$ cat config.mk
export PLATFORM = sky130hd
export DESIGN_NAME = coin_change_dispenser
export DESIGN_NICKNAME = d
export VERILOG_FILES = /design/src/rtl/coin_change_dispenser.sv
export SDC_FILE = /design/constraint.sdc
export NUM_CORES = 1
export LEC_CHECK = 0
export ABC_AREA = 1
export CAP_MARGIN = 20
export CORE_MARGIN = 2
export CORE_UTILIZATION = 40
export DETAILED_ROUTE_END_ITERATION = 10
export GPL_TIMING_DRIVEN = 0
export PLACE_DENSITY = 0.6
export SYNTH_ARGS = -nofsm -noshare
export SYNTH_HDL_FRONTEND = slang
export SYNTH_SLANG_ARGS = --single-unit
export TNS_END_PERCENT = 100
$ cat constraint.sdc
create_clock -name clk -period 3.3 [get_ports clk]
set_clock_uncertainty 0.2 [all_clocks]
set_input_delay 0.66 -clock clk [delete_from_list [all_inputs] [get_ports clk]]
set_output_delay 0.66 -clock clk [all_outputs]
set_load 0.01 [all_outputs]
$ cat src/rtl/coin_change_dispenser.sv
`default_nettype none
// ============================================================================
// Module   : coin_change_dispenser
// Purpose  : Pays out change in 500- and 100-colon coins. A request for
//            change_amount units (of 100 colones) is split greedily into
//            500 coins first, then 100 coins, checked against the internal
//            coin stock, and paid one coin at a time by pulsing the hopper
//            solenoids. Stock is topped up by service logic via refill.
// Ports    : clk, reset            - clock, synchronous active-high reset
//            start, change_amount  - payout request (accepted in IDLE only)
//            refill, refill_500/100- stock top-up (accepted in IDLE only)
//            coin_sensed           - hopper exit sensor (COIN_SENSE_EN only)
//            dispense_500/100      - hopper solenoids, never both high
//            busy, done, error     - status; done/error are 1-cycle pulses
//            remaining             - units still owed this transaction
//            stock_500/100         - coins currently in each hopper
// Options  : `define COIN_SENSE_EN to wait for the exit sensor after each
//            coin (with timeout) instead of a purely timed gap.
// Revision : 1.0 - initial release
// ============================================================================
module coin_change_dispenser #(
  parameter int AMOUNT_W       = 8,
  parameter int INV_W          = 6,
  parameter int PULSE_CYCLES   = 4,
  parameter int GAP_CYCLES     = 4,
  parameter int TIMEOUT_CYCLES = 64
) (
  input  logic                clk,
  input  logic                reset,
  input  logic                start,
  input  logic [AMOUNT_W-1:0] change_amount,
  input  logic                refill,
  input  logic [INV_W-1:0]    refill_500,
  input  logic [INV_W-1:0]    refill_100,
  input  logic                coin_sensed,
  output logic                dispense_500,
  output logic                dispense_100,
  output logic                busy,
  output logic                done,
  output logic                error,
  output logic [AMOUNT_W-1:0] remaining,
  output logic [INV_W-1:0]    stock_500,
  output logic [INV_W-1:0]    stock_100
);

  // Common width for comparing coin counts (AMOUNT_W) against stock (INV_W).
  localparam int CMP_W = (AMOUNT_W > INV_W) ? AMOUNT_W : INV_W;
  // One timer serves pulse, gap and sensor timeout.
  localparam int T_MAX0 = (PULSE_CYCLES > GAP_CYCLES) ? PULSE_CYCLES : GAP_CYCLES;
  localparam int T_MAX  = (T_MAX0 > TIMEOUT_CYCLES) ? T_MAX0 : TIMEOUT_CYCLES;
  localparam int TMR_W  = $clog2(T_MAX + 1);

  localparam logic [AMOUNT_W-1:0] C_FIVE     = AMOUNT_W'(5);
  localparam logic [AMOUNT_W-1:0] C_ONE_AMT  = AMOUNT_W'(1);
  localparam logic [INV_W-1:0]    C_ONE_INV  = INV_W'(1);
  localparam logic [TMR_W-1:0]    C_PULSE_LAST = TMR_W'(PULSE_CYCLES - 1);
  localparam logic [TMR_W-1:0]    C_GAP_LAST   = TMR_W'(GAP_CYCLES - 1);
  localparam logic [TMR_W-1:0]    C_TMR_ONE    = TMR_W'(1);

  typedef enum logic [2:0] {
    S_IDLE  = 3'd0,
    S_PLAN  = 3'd1,
    S_PULSE = 3'd2,
    S_GAP   = 3'd3,
    S_DONE  = 3'd4,
    S_ERROR = 3'd5
  } state_t;

  state_t              state_q,     state_d;
  logic [AMOUNT_W-1:0] plan_rem_q,  plan_rem_d;
  logic [AMOUNT_W-1:0] n500_q,      n500_d;
  logic [AMOUNT_W-1:0] n100_q,      n100_d;
  logic [AMOUNT_W-1:0] remaining_q, remaining_d;
  logic [INV_W-1:0]    stock_500_q, stock_500_d;
  logic [INV_W-1:0]    stock_100_q, stock_100_d;
  logic [TMR_W-1:0]    tmr_q,       tmr_d;
  logic                sel500_q,    sel500_d;

  logic gap_exit;     // leave the gap toward the next coin / DONE
  logic gap_timeout;  // sensor never reported the coin

  function automatic logic [INV_W-1:0] sat_add(input logic [INV_W-1:0] a,
                                                input logic [INV_W-1:0] b);
    logic [INV_W:0] s;
    s = {1'b0, a} + {1'b0, b};
    return s[INV_W] ? {INV_W{1'b1}} : s[INV_W-1:0];
  endfunction

`ifdef COIN_SENSE_EN
  logic sensed_q, sensed_d;

  // The sensor may fire before the minimum gap has elapsed, so it is
  // remembered until the gap may end.
  always_comb begin
    sensed_d    = sensed_q;
    gap_exit    = 1'b0;
    gap_timeout = 1'b0;
    if (state_q == S_PULSE) begin
      sensed_d = 1'b0;
    end else if (state_q == S_GAP) begin
      sensed_d    = sensed_q | coin_sensed;
      gap_exit    = (sensed_q | coin_sensed) && (tmr_q >= C_GAP_LAST);
      gap_timeout = !gap_exit && (tmr_q == TMR_W'(TIMEOUT_CYCLES - 1));
    end
  end

  always_ff @(posedge clk) begin
    if (reset) sensed_q <= 1'b0;
    else       sensed_q <= sensed_d;
  end
`else
  logic unused_coin_sensed;
  assign unused_coin_sensed = coin_sensed;

  always_comb begin
    gap_exit    = (state_q == S_GAP) && (tmr_q == C_GAP_LAST);
    gap_timeout = 1'b0;
  end
`endif

  always_comb begin
    state_d     = state_q;
    plan_rem_d  = plan_rem_q;
    n500_d      = n500_q;
    n100_d      = n100_q;
    remaining_d = remaining_q;
    stock_500_d = stock_500_q;
    stock_100_d = stock_100_q;
    tmr_d       = tmr_q;
    sel500_d    = sel500_q;

    case (state_q)
      S_IDLE: begin
        if (refill) begin
          stock_500_d = sat_add(stock_500_q, refill_500);
          stock_100_d = sat_add(stock_100_q, refill_100);
        end
        if (start) begin
          plan_rem_d  = change_amount;
          remaining_d = change_amount;
          n500_d      = '0;
          state_d     = S_PLAN;
        end
      end

      // One 500 coin is allocated per cycle while both amount and stock allow.
      S_PLAN: begin
        if ((plan_rem_q >= C_FIVE) &&
            (CMP_W'(n500_q) < CMP_W'(stock_500_q))) begin
          plan_rem_d = plan_rem_q - C_FIVE;
          n500_d     = n500_q + C_ONE_AMT;
        end else if (CMP_W'(plan_rem_q) <= CMP_W'(stock_100_q)) begin
          n100_d = plan_rem_q;
          if ((n500_q == '0) && (plan_rem_q == '0)) begin
            remaining_d = '0;
            state_d     = S_DONE;
          end else begin
            sel500_d = (n500_q != '0);
            tmr_d    = '0;
            state_d  = S_PULSE;
          end
        end else begin
          state_d = S_ERROR;
        end
      end

      // Stock and remaining are booked on the last pulse cycle.
      S_PULSE: begin
        if (tmr_q == C_PULSE_LAST) begin
          if (sel500_q) begin
            stock_500_d = stock_500_q - C_ONE_INV;
            remaining_d = remaining_q - C_FIVE;
            n500_d      = n500_q - C_ONE_AMT;
          end else begin
            stock_100_d = stock_100_q - C_ONE_INV;
            remaining_d = remaining_q - C_ONE_AMT;
            n100_d      = n100_q - C_ONE_AMT;
          end
          tmr_d   = '0;
          state_d = S_GAP;
        end else begin
          tmr_d = tmr_q + C_TMR_ONE;
        end
      end

      S_GAP: begin
        if (gap_exit) begin
          tmr_d = '0;
          if (n500_q != '0) begin
            sel500_d = 1'b1;
            state_d  = S_PULSE;
          end else if (n100_q != '0) begin
            sel500_d = 1'b0;
            state_d  = S_PULSE;
          end else begin
            remaining_d = '0;
            state_d     = S_DONE;
          end
        end else if (gap_timeout) begin
          state_d = S_ERROR;
        end else begin
          tmr_d = tmr_q + C_TMR_ONE;
        end
      end

      S_DONE:  state_d = S_IDLE;
      S_ERROR: state_d = S_IDLE;
      default: state_d = S_IDLE;
    endcase
  end

  always_ff @(posedge clk) begin
    if (reset) begin
      state_q     <= S_IDLE;
      plan_rem_q  <= '0;
      n500_q      <= '0;
      n100_q      <= '0;
      remaining_q <= '0;
      stock_500_q <= '0;
      stock_100_q <= '0;
      tmr_q       <= '0;
      sel500_q    <= 1'b0;
    end else begin
      state_q     <= state_d;
      plan_rem_q  <= plan_rem_d;
      n500_q      <= n500_d;
      n100_q      <= n100_d;
      remaining_q <= remaining_d;
      stock_500_q <= stock_500_d;
      stock_100_q <= stock_100_d;
      tmr_q       <= tmr_d;
      sel500_q    <= sel500_d;
    end
  end

  // Outputs decode registered state only, so reset drops them at its edge.
  assign dispense_500 = (state_q == S_PULSE) &&  sel500_q;
  assign dispense_100 = (state_q == S_PULSE) && !sel500_q;
  assign busy         = (state_q != S_IDLE);
  assign done         = (state_q == S_DONE);
  assign error        = (state_q == S_ERROR);
  assign remaining    = remaining_q;
  assign stock_500    = stock_500_q;
  assign stock_100    = stock_100_q;

endmodule
`default_nettype wire

---- After elaboration in Yosys (flattened, before gate mapping) ----
Index checks and enable logic that the tools add are counted.
word-level totals
  output and inout port bits .............. 25
  bits in registers ....................... 55
  bits of input ports ..................... 25
cells by class
  add/sub/neg operators ................... 11
  $lt $le $gt $ge ......................... 3
  equality and inequality tests ........... 20
  reductions and logical operators ........ 28
  muxes and demuxes ....................... 54
operators with widths
  kind                   count
  $mux W8                18
  $mux W6                8
  $mux W7                5
  $pmux W8 S2            2
  $pmux W8 S4            1
  $ne A2 B2 Y1 const B   13
  $mux W3                8
  $pmux W6 S2            2
  $pmux W8 S3            1
  $sub A8 B1 Y8 const B  3
  $pmux W7 S3            1
  $logic_not A8 Y1       2
  $reduce_and A4 Y1      4
  $reduce_bool A8 Y1     2
  $sub A8 B3 Y8 const B  2
  $add A6 B6 Y7          2
  $pmux W3 S4            1
  $sub A6 B1 Y6 const B  2
  $reduce_and A5 Y1      2
  $reduce_and A9 Y1      1
  $reduce_bool A3 Y1     3
  $add A8 B1 Y8 const B  1
  $ge A8 B3 Y1 const B   1
  $le A8 B6 Y1           1
  other kinds (16)       30

---- Depth between registers and ports, before layout ----
Gate-level depths: netlist (run 1).
  depth in word-level cells ............... 6
  depth in mapped cells ................... 16

---- Worst setup path after synthesis (run 1) ----
No wires, ideal clock.
  kind .................................... register to register
  start ................................... register state_q[0]
  end ..................................... register n500_q[7]
  slack ................................... 0.787 ns
  period minus slack after synthesis ...... 2.513 ns
  setup time .............................. 0.070 ns
  arrival ................................. 2.243 ns
  required time ........................... 3.030 ns
  cell stages (with the launch flop) ...... 14
  cells stage by stage .................... dfxtp_1 -> nor2_2 -> nand2_2 -> inv_2 -> clkbuf_1 -> ha_1 -> a21o_1 -> a21oi_1 -> nand2_1 -> nand2_1 -> nand2_1 -> nor2_1 -> nand4_1 -> a21oi_1
on the way
  longest elaborated chain between the ends .. 3
  elaborated cells between the ends (all ways) .. 10
RTL lines
  item                                                          line  source
  from (decl)                                                   69    state_t state_q, state_d;
  from (signal assigned)                                        224   state_q <= state_d;
  $eq A3 B2 Y1, or another cell as far along                    132   case (state_q)
  $ne A2 B2 Y1 (no line) or $reduce_bool A3 Y1 (tied branches)  -
  $reduce_and A5 Y1 (no line)                                   -
  to (signal assigned)                                          226   n500_q <= n500_d;
  to (decl)                                                     71    logic [AMOUNT_W-1:0] n500_q, n500_d;
Parallel ways exist; a longest one is shown, timed or not.
A chain may end at the register's enable or synchronous reset.

---- Final worst setup path (run 1) ----
  start ................................... register state_q[0]
  end ..................................... output dispense_500
on the way
  longest elaborated chain between the ends .. 2
RTL lines
  item                 line  source
  $eq A3 B2 Y1         237   assign dispense_500 = (state_q == S_PULSE) && sel500_q;
  $logic_and A1 B1 Y1  237
  to (decl)            36    output logic dispense_500,
No other way between the ends.

==> out/metrics.yaml, run 1 <==
run_status:
  status: "finished clean"
worst_setup_path:
  slowest_delay_ns: 0.57
  reg2regPathDepth: 13
  slowest_stage: "clkdlybuf4s50_1"
  worstPathRequired_ns: 2.44
  cp.arrival_ns: 2.25
  cp_max_fo: 18
  cp_cell_sequence: "nor2_2 -> nand2_2 -> clkbuf_2 -> nor2_1 -> clkdlybuf4s50_1"
  crit_path_start_kind: "flop"
  reg2reg_from: "state_q[0]"
  critPathCaptureType: "output port"
  r2r-end: "n500_q[7]"
  worst-r2r-setup-slack_ns: 0.48
  critical_path_class: "reg2out"
min_path:
  holdPathStages: 2
  min_path_type: "reg2reg"
  hold_start: "tmr_q[1]"
  hold-path-endpoint: "tmr_q[1]"
place:
  dpl.hpwl_mm: 9.80
  portBuffers: 47
  placed_cells: 902
  gp_congestion: 0.854
detailed_routing:
  drt_iter0_markers: 273
  drc: 0
  viasPerCell: 5.20
  finalWirelength_mm: 12.6
  wire_per_inst_um: 13.9
  drt-pass1-iter-count: 5
  ant_nets: 0
  vias: 4724
yosys:
  ys.flop_type: "dfxtp_1"
  synth_top_area_share_pct: 24.6
  ys_top_cells_by_area: "dfxtp_1 (25%), nand2_1 (15%), ha_1 (11%), nor2_1 (7.3%), inv_1 (7.0%)"
  yosysTopAreaCell: "dfxtp_1"
  synth-edff-count: 0
  yosysWarnings: 0
  ys_types: 40
  syn_area_per_cell_um2: 6.26
  syn_area_um2: 4470
  synthCells: 715
  syn_nets: 781
  ys_seq_area_share_pct: 24.6
  async_flop_share_pct: 0
  synth_seq_cells: 55
floorplan:
  core_area_um2: 10900
  boundaryPins: 50
  die_h_um: 110
  num_rows: 38
  initial_core_util_pct: 41.1
  die_w_um: 110
  dieArea_um2: 12000
clock_tree:
  cts_setup_buffers: 0
  cts_tree: "done"
  clk_pin_slew_worst_paths_ns: 0.10
  tritoncts.num_buffers: 5
  cts.root.buffer_cell: "clkbuf_8"
  hold_buffers: 0
  clockBufferDepth: 2
  insertion_delay_ns: 0.32
  htree_levels: 2
  cts.sinks: 55
sta:
  rsz0062_at_grt: "false"
  final.period_utilization_pct: 94.3
  finalSetupViolCount: 0
  hold_viol_final: 0
  period_minus_slack_ns: 3.11
  fmax_mhz: 321
  maxSlewHeadroom_pct: 52.9
  setup_tns_ns: 0
  slew_viol_final: 0
  max_slew.worst_pin.slew_ns: 0.699
global_route:
  grt.total_usage_pct: 21.5
  grt_max_degree: 18
  grt_pass1_vias: 4263
  antenna_found_initial: 0
  grt_pass1_wl_mm: 20.5
  overflow: 0
final_layout:
  syn2layout_area_growth_pct: 17.3
  final_nets: 833
  drive_above_1_share_pct: 5.34
  antenna_cells: 0
  stdcell_count: 908
  final_core_util_pct: 48.2
power_and_ir_drop:
  ir_worst_vdd_mv: 0.372
  leakage_nw: 2.45
  power_density_nw_per_um2: 972
job:
  max-cap-violations: 0
[critical path, delay by kind of cell (launching register included)]
family,cells,cell delay [ns]
buffers and inverters,2,0.88
AND/OR/NAND/NOR,3,0.68
flip-flops,1,0.37
[state kept, by name, indices dropped and copies added, names as in the netlist]
register    count
n100_q          8
n500_q          8
plan_rem_q      8
remaining       8
tmr_q           7
stock_100       6
stock_500       6
state_q         3
sel500_q        1
[per-layer routing]
layer	vias up	GRT usage, %	share of wire (%)
met1	2136	30.9	50
met5	-	0	0
met3	15	2.96	4.3
met4	0	4.61	1.2
met2	123	34.2	45
li1	2450	-	-
[how the worst max path moves through the flow]
stage               start           end  slack [ns]  cells past startpoint
6_report       state_q[0]  dispense_500        0.19                      5
5_1_grt        state_q[0]  dispense_100         0.1                      5
4_1_cts        state_q[0]  dispense_500        0.03                      6
3_5_place_dp   state_q[0]     n500_q[7]        0.06                     14
3_3_place_gp   state_q[0]     n500_q[7]        0.15                     14
2_1_floorplan  state_q[0]     n500_q[7]        0.79                     13
[synthesized netlist by cell type (3+ instances only)]
library cell	instances
dfxtp_1	55
a21o_1	3
nand2_1	184
nand3_1	51
nor2_4	3
buf_2	6
a31oi_1	6
clkbuf_1	10
nand4_1	22
inv_1	83
fa_1	3
nor3_1	5
nand2_2	3
xor2_1	10
inv_2	7
xnor2_1	6
a21oi_1	58
ha_1	38
o21ai_0	47
nor2_1	87
[cell type report]
type / count / area (um^2)
buffer: 16 / 80.1
clock buffer: 5 / 68.8
clock inverter: 3 / 67.6
fill: 1140 / 5640
inverter: 90 / 338
multi-input combinational: 552 / 2950
sequential: 55 / 1100
tap: 140 / 175
timing repair buffer: 47 / 470
[timing repair]
| action | CTS | global route |
|---|---|---|
| setup endpoints to repair | 2 | 6 |
| endpoints found under the hold margin | 0 | 0 |
| cloned | 0 | 0 |
| gates resized for setup | 1 | 0 |
[where the power goes]
group	switching [mW]	total [mW]	internal, mW	leakage (nW)
combinational	2.15	3.43	1.27	1.94
clock	0.242	0.545	0.303	0.0644
sequential	0.261	1.13	0.869	0.451
[metrics by stage]
stage	hold WS [ns]	area, um^2	power [mW]	worst slack (ns)
6_report	0.292	5250	5.10	0.188
5_1_grt	0.318	5250	5.66	0.0973
4_1_cts	0.293	5260	5.10	0.0258
3_5_place_dp	0.274	5120	4.53	0.0638
3_3_place_gp	0.268	5120	4.49	0.150
2_1_floorplan	0.255	4470	3.57	0.787
[layout by cell type, fill, tap and decap left out, drive strengths merged, types with 13 or more instances in the layout]
master / n
clkbuf: 13
dfxtp: 55
inv: 90
nand4: 22
clkdlybuf4s50: 47
nand3: 53
o21ai: 50
nand2: 187
ha: 38
a21oi: 58
nor2: 92
[cell families (layout without fill, tap and decap cells)]
logic type                 count (synthesis)  count (layout)  share of synthesized area, %
xor gates and xnor gates                  16              16                          3.13
and+or+nand+nor                          365             365                          35.0
adders and majority gates                 41              41                          12.0
buffers and inverters                    108             161                          9.48
DFF                                       55              55                          24.6
AOI/OAI and AO/OA                        130             130                          15.8
Power figures use the tool's default switching activity.
==> inputs of run 2 (changes only) <==
--- a/config.mk
+++ b/config.mk
@@ -7,7 +7,7 @@
 export LEC_CHECK = 0
 export ABC_AREA = 1
 export CAP_MARGIN = 20
-export CORE_MARGIN = 2
+export CORE_MARGIN = 4
 export CORE_UTILIZATION = 40
 export DETAILED_ROUTE_END_ITERATION = 10
 export GPL_TIMING_DRIVEN = 0
==> run 2 against run 1 <==
Against the previous run:
- worst setup slack better by 0.013 ns
- via count is 0.55% higher
- design area decreased by 1.0%
- total power down 3.2%
- global-route usage shrank 1.2 points
- fmax rose by 0.43%
- critical path depth stayed put
- sequential share of layout area increased by 0.22 points
- clock-buffer cell count increased by 2
- wire length grew 0.48%
- critical path type unchanged
- critical endpoint unchanged
- largest cell class unchanged
- largest power group unchanged
- highest routed layer unchanged
==> out/metrics.yaml, run 2 (same netlist as run 1, synthesis figures left out) <==
worst_setup_path:
  critical_path_class: "reg2out"  # unchanged
  cp_max_fo: 18  # unchanged
  worstPathRequired_ns: 2.44  # about the same
  critPathCaptureType: "output port"  # unchanged
  r2r-end: "n500_q[7]"  # unchanged
  cp.arrival_ns: 2.24  # was 2.25 ns
  worst-r2r-setup-slack_ns: 0.48  # about the same
  reg2reg_from: "state_q[0]"  # unchanged
  reg2regPathDepth: 13  # unchanged
  crit_path_start_kind: "flop"  # unchanged
final_layout:
  final_common_cell: "nand2_1"  # unchanged
  antenna_cells: 0  # unchanged
  stdcell_count: 908  # unchanged
  post-route-cell-area_um2: 5190  # was 5250 um^2
  layout_common_cells: "nand2_1 (184), nor2_1 (87), inv_1 (83)"  # unchanged
  drive_above_1_share_pct: 5.08  # was 5.34%
  final_nets: 833  # unchanged
  n_fill_cell: 1142  # was 1,140
  final_core_util_pct: 47.7  # was 48.2%
  regArea_um2: 1100  # unchanged
  multi_input_area_um2: 2950  # unchanged
  syn2layout_area_growth_pct: 16.1  # was 17.3%
detailed_routing:
  wire_per_inst_um: 13.9  # about the same
  vias: 4750  # was 4,724
  ant_nets: 0  # unchanged
  drc: 0  # unchanged
  viasPerCell: 5.23  # was 5.20
  finalWirelength_mm: 12.6  # about the same
  drt-pass1-iter-count: 5  # unchanged
  drt_iter0_markers: 332  # was 273
sta:
  hold_viol_final: 0  # unchanged
  rsz0062_at_grt: "false"  # unchanged
  slew_viol_final: 0  # unchanged
  finalSetupViolCount: 0  # unchanged
  fmax_mhz: 323  # was 321 MHz
  period_minus_slack_ns: 3.10  # was 3.11 ns
  max_slew.worst_pin.slew_ns: 0.648  # was 0.699 ns
  final.period_utilization_pct: 93.9  # was 94.3%
  maxSlewHeadroom_pct: 56.4  # was 52.9%
  setup_tns_ns: 0  # unchanged
place:
  placed_cells: 902  # unchanged
  place_area_um2: 5120  # unchanged
  gp_congestion: 0.892  # was 0.854
  portBuffers: 47  # unchanged
  dpl.hpwl_mm: 9.90  # was 9.80 mm
floorplan:
  initial_core_util_pct: 41.1  # unchanged
  die_w_um: 114  # was 110 um
  die_h_um: 114  # was 110 um
  boundaryPins: 50  # unchanged
  core_area_um2: 10900  # unchanged
  num_rows: 38  # unchanged
  dieArea_um2: 12900  # was 12,000 um^2
power_and_ir_drop:
  ir_worst_vdd_mv: 0.318  # was 0.372 mV
  power_mw: 4.94  # was 5.10 mW
  power_density_nw_per_um2: 951  # was 972 nW/um^2
  leakage_nw: 2.43  # was 2.45 nW
clock_tree:
  tritoncts.num_buffers: 5  # unchanged
  cts.root.buffer_cell: "clkbuf_8"  # unchanged
  clk_pin_slew_worst_paths_ns: 0.10  # about the same
  cts_setup_buffers: 0  # unchanged
  clockBufferDepth: 2  # unchanged
  hold_buffers: 0  # unchanged
  cts_tree: "done"  # unchanged
  cts.sinks: 55  # unchanged
  htree_levels: 2  # unchanged
  insertion_delay_ns: 0.33  # was 0.32 ns
min_path:
  holdPathStages: 2  # unchanged
  hold_start: "n100_q[0]"  # was tmr_q[1]
  hold-path-endpoint: "n100_q[0]"  # was tmr_q[1]
  min_path_type: "reg2reg"  # unchanged
global_route:
  grt_pass1_wl_mm: 21.5  # was 20.5 mm
  antenna_found_initial: 0  # unchanged
  grt_pass1_vias: 4425  # was 4,263
  grt_max_degree: 17  # was 18
  grt.total_usage_pct: 20.3  # was 21.5%
  overflow: 0  # unchanged
job:
  max-cap-violations: 0  # unchanged
run_status:
  status: "finished clean"  # unchanged
[run 2: critical path, stage by stage (launching register included)]
cell and delay, ns:
dfxtp_1 0.36, nor2_2 0.20, nand2_2 0.27, clkbuf_2 0.31
nor2_1 0.20, clkdlybuf4s50_1 0.57
[run 2: cell type report]
cell class,instances,share of cell area [%]
timing repair buffer,47,9.06
multi-input combinational,552,56.8
inverter,90,6.50
sequential,55,21.2
clock buffer,7,1.47
clock inverter,1,0.0964
buffer,16,1.54
tap,140,3.37
[run 2: worst max path at each step]
stage                               to  depth (start not counted)       start
final                     dispense_500                          5  state_q[0]
after floorplan              n500_q[7]                         13  state_q[0]
after global placement       n500_q[7]                         14  state_q[0]
after CTS                 dispense_500                          6  state_q[0]
after global routing      dispense_100                          5  state_q[0]
after detailed placement     n500_q[7]                         14  state_q[0]
[run 2: stage by stage]
step	hold WS (ns)	setup slack (ns)
2_1_floorplan	0.255	0.787
3_3_place_gp	0.268	0.149
3_5_place_dp	0.271	0.0637
4_1_cts	0.286	0.0270
5_1_grt	0.319	0.0876
6_report	0.285	0.201
[run 2: routing by layer]
metal | vias to the layer above | wire [um] | global-route usage (%) | part of all wire (%)
met5 | - | 0 | 0 | 0
met4 | 0 | 225 | 5.85 | 1.8
met3 | 18 | 478 | 2.55 | 3.8
met2 | 104 | 5630 | 32.1 | 45
li1 | 2451 | - | - | -
met1 | 2177 | 6300 | 29.0 | 50
[run 2: timing repair]
| item | CTS | global route |
|---|---|---|
| pin swaps | 0 | 0 |
| hold endpoints to repair | 0 | 0 |
| gates resized for setup | 1 | 0 |
| setup endpoints to repair | 2 | 7 |
[run 2: report_power, final]
part | internal [mW] | leakage [nW] | switching (mW)
clock | 0.150 | 0.0422 | 0.239
sequential | 0.869 | 0.451 | 0.263
combinational | 1.27 | 1.94 | 2.15
total | 2.29 | 2.43 | 2.65
==> inputs of run 3 (changes only) <==
--- a/config.mk
+++ b/config.mk
@@ -12,6 +12,7 @@
 export DETAILED_ROUTE_END_ITERATION = 10
 export GPL_TIMING_DRIVEN = 0
 export PLACE_DENSITY = 0.6
+export RECOVER_POWER = 50
 export SYNTH_ARGS = -nofsm -noshare
 export SYNTH_HDL_FRONTEND = slang
 export SYNTH_SLANG_ARGS = --single-unit
==> run 3 against run 2 <==
Against the previous run:
- via count is 0.53% lower
- cell count stayed put
- global-route usage unchanged
- sequential power about the same
- register-to-register slack worse by 0.03 ns
- critical path depth is the same
- die area did not move
- wire length about the same
- first-iteration DRC count rose by 3.3%
==> out/metrics.yaml, run 3 (same netlist as run 1, synthesis figures left out) <==
run_status:
  status: "finished clean"  # unchanged
worst_setup_path:
  startpoint: "state_q[0]"  # unchanged
  worstPathRequired_ns: 2.44  # about the same
  critPathCaptureType: "output port"  # unchanged
  crit_path_start_kind: "flop"  # unchanged
  slowest_delay_ns: 0.57  # about the same
  cp_max_fo: 18  # unchanged
  critical_path_class: "reg2out"  # unchanged
  cp_cell_sequence: "nor2_2 -> nand2_2 -> clkbuf_2 -> nor2_1 -> clkdlybuf4s50_1"  # unchanged
  worst-r2r-setup-slack_ns: 0.45  # was 0.48 ns
  cp.arrival_ns: 2.23  # was 2.24 ns
  reg2reg_from: "state_q[0]"  # unchanged
  slowest_stage: "clkdlybuf4s50_1"  # unchanged
detailed_routing:
  viasPerCell: 5.20  # was 5.23
  drc: 0  # unchanged
  ant_nets: 0  # unchanged
  finalWirelength_mm: 12.6  # about the same
  wire_per_inst_um: 13.9  # about the same
  vias: 4725  # was 4,750
  drt_iter0_markers: 343  # was 332
  drt-pass1-iter-count: 4  # was 5
clock_tree:
  cts_tree: "done"  # unchanged
  htree_levels: 2  # unchanged
  cts.sinks: 55  # unchanged
  insertion_delay_ns: 0.32  # was 0.33 ns
  clk_pin_slew_worst_paths_ns: 0.10  # about the same
  tritoncts.num_buffers: 5  # unchanged
  cts.root.buffer_cell: "clkbuf_8"  # unchanged
  hold_buffers: 0  # unchanged
  clockBufferDepth: 2  # unchanged
sta:
  fmax_mhz: 323  # about the same
  maxSlewHeadroom_pct: 56.2  # was 56.4%
  hold_viol_final: 0  # unchanged
  holdWs_ns: 0.286  # was 0.285 ns
  finalSetupViolCount: 0  # unchanged
  final.period_utilization_pct: 93.8  # was 93.9%
  slew_viol_final: 0  # unchanged
  max_slew.worst_pin.slew_ns: 0.650  # was 0.648 ns
  rsz0062_at_grt: "false"  # unchanged
  setup_tns_ns: 0  # unchanged
  period_minus_slack_ns: 3.09  # was 3.10 ns
final_layout:
  layout_common_cells: "nand2_1 (184), nor2_1 (88), inv_1 (83)"  # was nand2_1 (184), nor2_1 (87), inv_1 (83)
  n_fill_cell: 1143  # was 1,142
  antenna_cells: 0  # unchanged
  final_nets: 833  # unchanged
  syn2layout_area_growth_pct: 15.9  # was 16.1%
  drive_above_1_share_pct: 4.69  # was 5.08%
  final_common_cell: "nand2_1"  # unchanged
global_route:
  grt_pass1_vias: 4425  # unchanged
  grt_max_degree: 17  # unchanged
  overflow: 0  # unchanged
  grt.total_usage_pct: 20.3  # unchanged
  grt_pass1_wl_mm: 21.5  # unchanged
  antenna_found_initial: 0  # unchanged
floorplan:
  boundaryPins: 50  # unchanged
  num_rows: 38  # unchanged
  die_h_um: 114  # unchanged
  die_w_um: 114  # unchanged
  initial_core_util_pct: 41.1  # unchanged
  core_area_um2: 10900  # unchanged
  dieArea_um2: 12900  # unchanged
min_path:
  hold_start: "n100_q[0]"  # unchanged
  min_path_type: "reg2reg"  # unchanged
place:
  portBuffers: 47  # unchanged
  gp_congestion: 0.892  # unchanged
  dpl.hpwl_mm: 9.90  # unchanged
power_and_ir_drop:
  ir_worst_vdd_mv: 0.308  # was 0.318 mV
  power_density_nw_per_um2: 940  # was 951 nW/um^2
  leakage_nw: 2.48  # was 2.43 nW
job:
  max-cap-violations: 0  # unchanged
-- run 3: where the power goes --
group / internal, mW / switching, mW
Sequential: 0.869 / 0.259
Combinational: 1.22 / 2.14
Clock: 0.150 / 0.237
Total: 2.24 / 2.63
-- run 3: final cells by class --
class | count | area, um^2 | area share, %
multi-input combinational | 552 | 2940 | 56.7
tap | 140 | 175 | 3.38
buffer | 16 | 77.6 | 1.50
timing repair buffer | 47 | 470 | 9.08
clock inverter | 1 | 5.00 | 0.0965
clock buffer | 7 | 76.3 | 1.47
inverter | 90 | 338 | 6.52
sequential | 55 | 1100 | 21.2
-- run 3: critical path: cells and delay by family (launching register included) --
family / cells / cell delay [ns]
buffers and inverters: 2 / 0.88
DFF: 1 / 0.36
and+or+nand+nor: 3 / 0.67
-- run 3: path summary, 6_finish.rpt --
path,to,depth (start not counted)
worst max-delay path,dispense_500,5
worst min-delay path,n100_q[0],2
worst max register to register,n500_q[7],13
worst min register to register,n100_q[0],2
-- run 3: layer usage --
layer	up-vias	share of wire (%)	GRT usage, %	wire length (um)
li1	2450	-	-	-
met1	2163	50	29.0	6300
met2	95	45	32.1	5640
met3	17	3.8	2.55	475
met4	0	1.8	5.85	226
met5	-	0	0	0
-- run 3: per-stage QoR --
| step | std cells | util, % | cell area (um^2) | worst slack (ns) | power [mW] |
|---|---|---|---|---|---|
| floorplan | 715 | - | 4470 | 0.787 | 3.57 |
| global placement | 902 | 47.0 | 5120 | 0.149 | 4.49 |
| detailed placement | 902 | 47.0 | 5120 | 0.0637 | 4.53 |
| CTS | 910 | 47.8 | 5200 | 0.0270 | 4.94 |
| global route | 908 | 47.6 | 5180 | 0.0876 | 5.45 |
| finish | 908 | 47.6 | 5180 | 0.206 | 4.87 |
-- run 3: repair_timing --
item                       CTS  global route
resized for setup            1             0
gates cloned                 0             0
buffers inserted             0             0
setup endpoints to repair    2             7
